--- config.mk ---
export PLATFORM = sky130hd
export DESIGN_NAME = rriot_bus_arbiter
export DESIGN_NICKNAME = d
export VERILOG_FILES = /design/src/rtl/rriot_bus_arbiter.sv
export SDC_FILE = /design/constraint.sdc
export NUM_CORES = 1
export LEC_CHECK = 0
export ABC_CLOCK_PERIOD_IN_PS = 1880
export CAP_MARGIN = 30
export CORE_ASPECT_RATIO = 1.4
export CORE_MARGIN = 10
export CORE_UTILIZATION = 45
export DETAILED_ROUTE_END_ITERATION = 10
export DONT_BUFFER_PORTS = 1
export PLACE_DENSITY = 0.61
export SLEW_MARGIN = 20
export SYNTH_ARGS = -nofsm -noshare
export SYNTH_HDL_FRONTEND = slang
export SYNTH_SLANG_ARGS = --single-unit
--- constraint.sdc ---
create_clock -name phi2 -period 1.88 [get_ports phi2]
set_input_delay 0.376 -clock phi2 [delete_from_list [all_inputs] [get_ports phi2]]
set_output_delay 0.376 -clock phi2 [all_outputs]
set_load 0.03 [all_outputs]
--- src/rtl/rriot_bus_arbiter.sv ---
`default_nettype none
`timescale 1ns/1ps
// ============================================================================
// Module   : rriot_bus_arbiter
// Brief    : Two-requester round-robin arbiter in front of a RIOT-style
//            RAM/IO device, with fixed write/read latency.
// Revision : 1.0
// ============================================================================
module rriot_bus_arbiter #(
    parameter int ADDR_W = 10,
    parameter int DATA_W = 8
) (
    input  logic              phi2,
    input  logic              rst,

    input  logic              req0_valid,
    input  logic              req0_we,
    input  logic              req0_rs,
    input  logic [ADDR_W-1:0] req0_addr,
    input  logic [DATA_W-1:0] req0_wdata,
    output logic              req0_ready,
    output logic              resp0_valid,
    output logic              resp0_err,
    output logic [DATA_W-1:0] resp0_rdata,

    input  logic              req1_valid,
    input  logic              req1_we,
    input  logic              req1_rs,
    input  logic [ADDR_W-1:0] req1_addr,
    input  logic [DATA_W-1:0] req1_wdata,
    output logic              req1_ready,
    output logic              resp1_valid,
    output logic              resp1_err,
    output logic [DATA_W-1:0] resp1_rdata,

    output logic              dev_we_n,
    output logic              dev_rs_n,
    output logic [ADDR_W-1:0] dev_addr,
    output logic [DATA_W-1:0] dev_di,
    input  logic [DATA_W-1:0] dev_do,
    input  logic              dev_oe
);

    typedef enum logic [1:0] {
        IDLE   = 2'd0,
        ACCESS = 2'd1,
        DATA   = 2'd2
    } state_t;

    state_t              r_state;
    logic                r_last_grant;
    logic                r_we;
    logic                r_rs;
    logic [ADDR_W-1:0]   r_addr;
    logic [DATA_W-1:0]   r_wdata;

    logic                w_pick1;
    logic                w_ready0;
    logic                w_ready1;
    logic                w_accept;
    logic                w_sel_we;
    logic                w_sel_rs;
    logic [ADDR_W-1:0]   w_sel_addr;
    logic [DATA_W-1:0]   w_sel_wdata;

    // req1 wins when alone, or on a tie when req0 was granted last.
    assign w_pick1  = req1_valid && (!req0_valid || (r_last_grant == 1'b0));
    assign w_ready1 = !rst && (r_state == IDLE) && w_pick1;
    assign w_ready0 = !rst && (r_state == IDLE) && req0_valid && !w_pick1;
    assign w_accept = w_ready0 || w_ready1;

    assign req0_ready = w_ready0;
    assign req1_ready = w_ready1;

    assign w_sel_we    = w_pick1 ? req1_we    : req0_we;
    assign w_sel_rs    = w_pick1 ? req1_rs    : req0_rs;
    assign w_sel_addr  = w_pick1 ? req1_addr  : req0_addr;
    assign w_sel_wdata = w_pick1 ? req1_wdata : req0_wdata;

    always_ff @(posedge phi2) begin
        if (rst) begin
            r_state      <= IDLE;
            r_last_grant <= 1'b1;
            r_we         <= 1'b0;
            r_rs         <= 1'b0;
            r_addr       <= '0;
            r_wdata      <= '0;
            resp0_valid  <= 1'b0;
            resp0_err    <= 1'b0;
            resp0_rdata  <= '0;
            resp1_valid  <= 1'b0;
            resp1_err    <= 1'b0;
            resp1_rdata  <= '0;
            dev_we_n     <= 1'b1;
            dev_rs_n     <= 1'b1;
            dev_addr     <= '0;
            dev_di       <= '0;
        end else begin
            resp0_valid <= 1'b0;
            resp0_err   <= 1'b0;
            resp1_valid <= 1'b0;
            resp1_err   <= 1'b0;

            case (r_state)
                IDLE: begin
                    if (w_accept) begin
                        r_we         <= w_sel_we;
                        r_rs         <= w_sel_rs;
                        r_addr       <= w_sel_addr;
                        r_wdata      <= w_sel_wdata;
                        r_last_grant <= w_pick1;
                        // Device pins are loaded on the accept edge so they
                        // are valid for the whole ACCESS cycle.
                        dev_we_n     <= ~w_sel_we;
                        dev_rs_n     <= ~w_sel_rs;
                        dev_addr     <= w_sel_addr;
                        dev_di       <= w_sel_wdata;
                        r_state      <= ACCESS;
                    end
                end

                ACCESS: begin
                    if (r_we) begin
                        dev_we_n <= 1'b1;
                        dev_rs_n <= 1'b1;
                        dev_addr <= '0;
                        dev_di   <= '0;
                        if (r_last_grant) begin
                            resp1_valid <= 1'b1;
                        end else begin
                            resp0_valid <= 1'b1;
                        end
                        r_state <= IDLE;
                    end else begin
                        dev_we_n <= 1'b1;
                        dev_rs_n <= ~r_rs;
                        dev_addr <= r_addr;
                        dev_di   <= r_wdata;
                        r_state  <= DATA;
                    end
                end

                DATA: begin
                    dev_we_n <= 1'b1;
                    dev_rs_n <= 1'b1;
                    dev_addr <= '0;
                    dev_di   <= '0;
                    if (r_last_grant) begin
                        resp1_valid <= 1'b1;
                        resp1_err   <= ~dev_oe;
                        resp1_rdata <= dev_do;
                    end else begin
                        resp0_valid <= 1'b1;
                        resp0_err   <= ~dev_oe;
                        resp0_rdata <= dev_do;
                    end
                    r_state <= IDLE;
                end

                default: begin
                    dev_we_n <= 1'b1;
                    dev_rs_n <= 1'b1;
                    dev_addr <= '0;
                    dev_di   <= '0;
                    r_state  <= IDLE;
                end
            endcase
        end
    end

endmodule
`default_nettype wire
==> results.sh <==
export IMPL_critPathMaxStageDelay_ps=330
export IMPL_slew_viol_final=0
export IMPL_maxCapViolCount=0
export IMPL_grt_usage=0.141
export IMPL_ant_nets=0
export IMPL_slew_headroom=0.615
export IMPL_drtIter0Drc=121
export IMPL_wire_per_inst_um=18.2
export IMPL_fin_tns_setup_ps=0
export IMPL_critPathTopFamily="flip-flops"
export IMPL_finalPower_mw=3.17
export IMPL_path_clk_slew_ps=70
export IMPL_grt_antenna_before_repair=0
export IMPL_setup_violations=0
export IMPL_vdd_ir_drop_max_mv=0.554
export IMPL_cts_max_level=3
export IMPL_rows=33
export IMPL_dieHeight_um=113
export IMPL_min_period_over_period=0.946
export IMPL_p_leak_nw=1.11
export IMPL_globalplace_congestion=0.739
export IMPL_coreArea_um2=5900
export IMPL_dp_hpwl_mm=4.97
export IMPL_crit_type="reg2out"
export IMPL_ys_warnings_count=0
export IMPL_cts_buffer_depth=2
export IMPL_die_w_um=86.2
export IMPL_via_per_inst=5.78
export IMPL_clock_sinks=63
export IMPL_cts_tree="done"
export IMPL_initial_core_util=0.468
export IMPL_cp_data_required_time_ps=1500
export IMPL_vias=2207
export IMPL_synthCells=313
export IMPL_cp_max_fo=4
export IMPL_crit_arrival_ps=1400
export IMPL_antennaDiodeCount=0
export IMPL_post_place_ws_ps=318
export IMPL_power_density_nw_per_um2=1070
export IMPL_io_buffers=0
export IMPL_routed_wl_mm=6.97
export IMPL_worst_path_max_delay_cell="dfxtp_1"
export IMPL_grt_first_pass_wirelength_mm=11.2
export IMPL_synth_cell_types=32
export IMPL_grt_pass1_vias=2189
export IMPL_root_buffer="clkbuf_8"
export IMPL_syn_avg_cell_area_um2=8.83
export IMPL_cts_setup_buffers=0
export IMPL_startpoint_type="flip-flop"
export IMPL_syn_area_um2=2760
export IMPL_most_common_layout_cells="dfxtp_1 (63), nand2_1 (46), nor2_1 (41)"
export IMPL_grt_ovfl_total=0
export IMPL_rsz0062_at_grt="no"
export IMPL_hold_class="in2reg"
export IMPL_worst_slack_ps=101
export IMPL_nets=363
export IMPL_numCtsBuffers=9
export IMPL_firstDrtPassIters=4
export IMPL_syn_num_nets=369
export IMPL_design_area_um2=2980
export IMPL_io_pins=95
export IMPL_finalCriticalPeriod_ps=1780
export IMPL_dieArea_um2=9720
export IMPL_grt_max_degree=65
export IMPL_cp_cell_sequence="inv_2 > ha_4 > inv_1 > nor2_1 > and3_1 > buf_4"
export IMPL_crit_path_end_kind="output port"
export IMPL_crit_buf_inv=3
export IMPL_synth_seq_area_share=0.456
export IMPL_hold_violations=0
export IMPL_cts_hold_buffers=0
export IMPL_final_common_cell="dfxtp_1"
export IMPL_outcome="completed"
export IMPL_clk_latency_ps=330
export IMPL_drc=0
export IMPL_post_dp_cell_area_um2=2790
export IMPL_ys_seq_elements=63
export IMPL_worst_slew_pin_slew_ps=575
export IMPL_drive_gt1_frac=0.119
export IMPL_fmax_ghz=0.562
export IMPL_skew_ps=9.75
export IMPL_area_growth_pct=7.65
-- layout make-up --
class                      count  area [um2]
clock buffer                  13         159
inverter                       4        15.0
multi-input combinational    217        1350
clock inverter                 3        17.5
tap                           70        87.6
sequential                    63        1260
fill                         577        2930
timing repair buffer          12        90.1
-- kinds of logic after synthesis --
| logic type | share of synthesized area |
|---|---|
| multiplexers | 0.0761 |
| AND/OR/NAND/NOR | 0.169 |
| AO/OA/AOI/OAI | 0.224 |
| buffers and inverters | 0.0616 |
| flip-flops | 0.456 |
| adder cells (fa/ha/maj) | 0.0136 |
-- synthesized netlist by cell type --
| cell | instances | area share |
|---|---|---|
| a211oi_1 | 38 | 0.10 |
| a21bo_1 | 1 | 0.0036 |
| a21oi_1 | 20 | 0.036 |
| a31oi_1 | 2 | 0.0045 |
| and3_1 | 1 | 0.0023 |
| buf_1 | 1 | 0.0014 |
| buf_2 | 7 | 0.013 |
| buf_4 | 6 | 0.016 |
| buf_6 | 2 | 0.0081 |
| clkbuf_1 | 13 | 0.018 |
| dfxtp_1 | 63 | 0.46 |
| ha_1 | 3 | 0.014 |
| inv_1 | 3 | 0.0041 |
| inv_2 | 1 | 0.0014 |
| mux2i_1 | 21 | 0.076 |
| nand2_1 | 46 | 0.062 |
| nand2b_1 | 1 | 0.0023 |
| nand2b_4 | 1 | 0.0050 |
| nand3_1 | 8 | 0.014 |
| nand3b_1 | 1 | 0.0027 |
| nor2_1 | 41 | 0.056 |
| nor2_2 | 2 | 0.0045 |
| nor2b_1 | 2 | 0.0045 |
| nor3_1 | 2 | 0.0036 |
| nor4_1 | 1 | 0.0023 |
| nor4b_1 | 1 | 0.0032 |
| nor4bb_1 | 1 | 0.0036 |
| o211ai_1 | 2 | 0.0054 |
| o21ai_0 | 1 | 0.0018 |
| o21ai_4 | 2 | 0.012 |
| o221ai_1 | 18 | 0.057 |
| or2_2 | 1 | 0.0023 |
-- routing by layer --
layer,wire (um),vias to the layer above,GRT usage,share of wire
li1,-,1117,-,-
met2,3460,70,0.232,0.50
met3,807,6,0.0704,0.12
met5,0,-,0,0
met4,62,0,0.0585,0.0089
met1,2640,1014,0.149,0.38
-- state kept, by name, summed over array words and instances, names as in the netlist, 2 cells and up --
register and cells:
r_wdata 8, r_addr 10, dev_addr 10, dev_di 8, r_state 2, resp1_rdata 8
resp0_rdata 8
-- power by group --
| part | switching, mW | total [mW] | internal [mW] |
|---|---|---|---|
| logic | 0.280 | 0.487 | 0.208 |
| clock network | 0.498 | 1.04 | 0.547 |
| registers | 0.191 | 1.64 | 1.45 |
-- repair_timing --
| action | in CTS | in global routing |
|---|---|---|
| setup endpoints to repair | 1 | 1 |
| resized for setup | 2 | 2 |
| pin swaps | 0 | 0 |
-- through the flow --
step	instances	hold WS, ps	util
after floorplan	313	442	-
after detailed placement	366	447	0.472
after global routing	382	96.5	0.504
final	382	116	0.504
after CTS	382	95.9	0.504
after global placement	366	441	0.472
-- path summary, 6_finish.rpt --
path                      from        endpoint  slack (ps)  cells past startpoint
hold / removal             rst  resp1_rdata[3]         120                      1
setup reg to reg  r_last_grant       r_addr[0]         360                      4
hold reg to reg      r_addr[0]     dev_addr[0]         440                      2
setup / recovery    r_state[0]      req0_ready         100                      6
(Power assumes the default switching activity.)
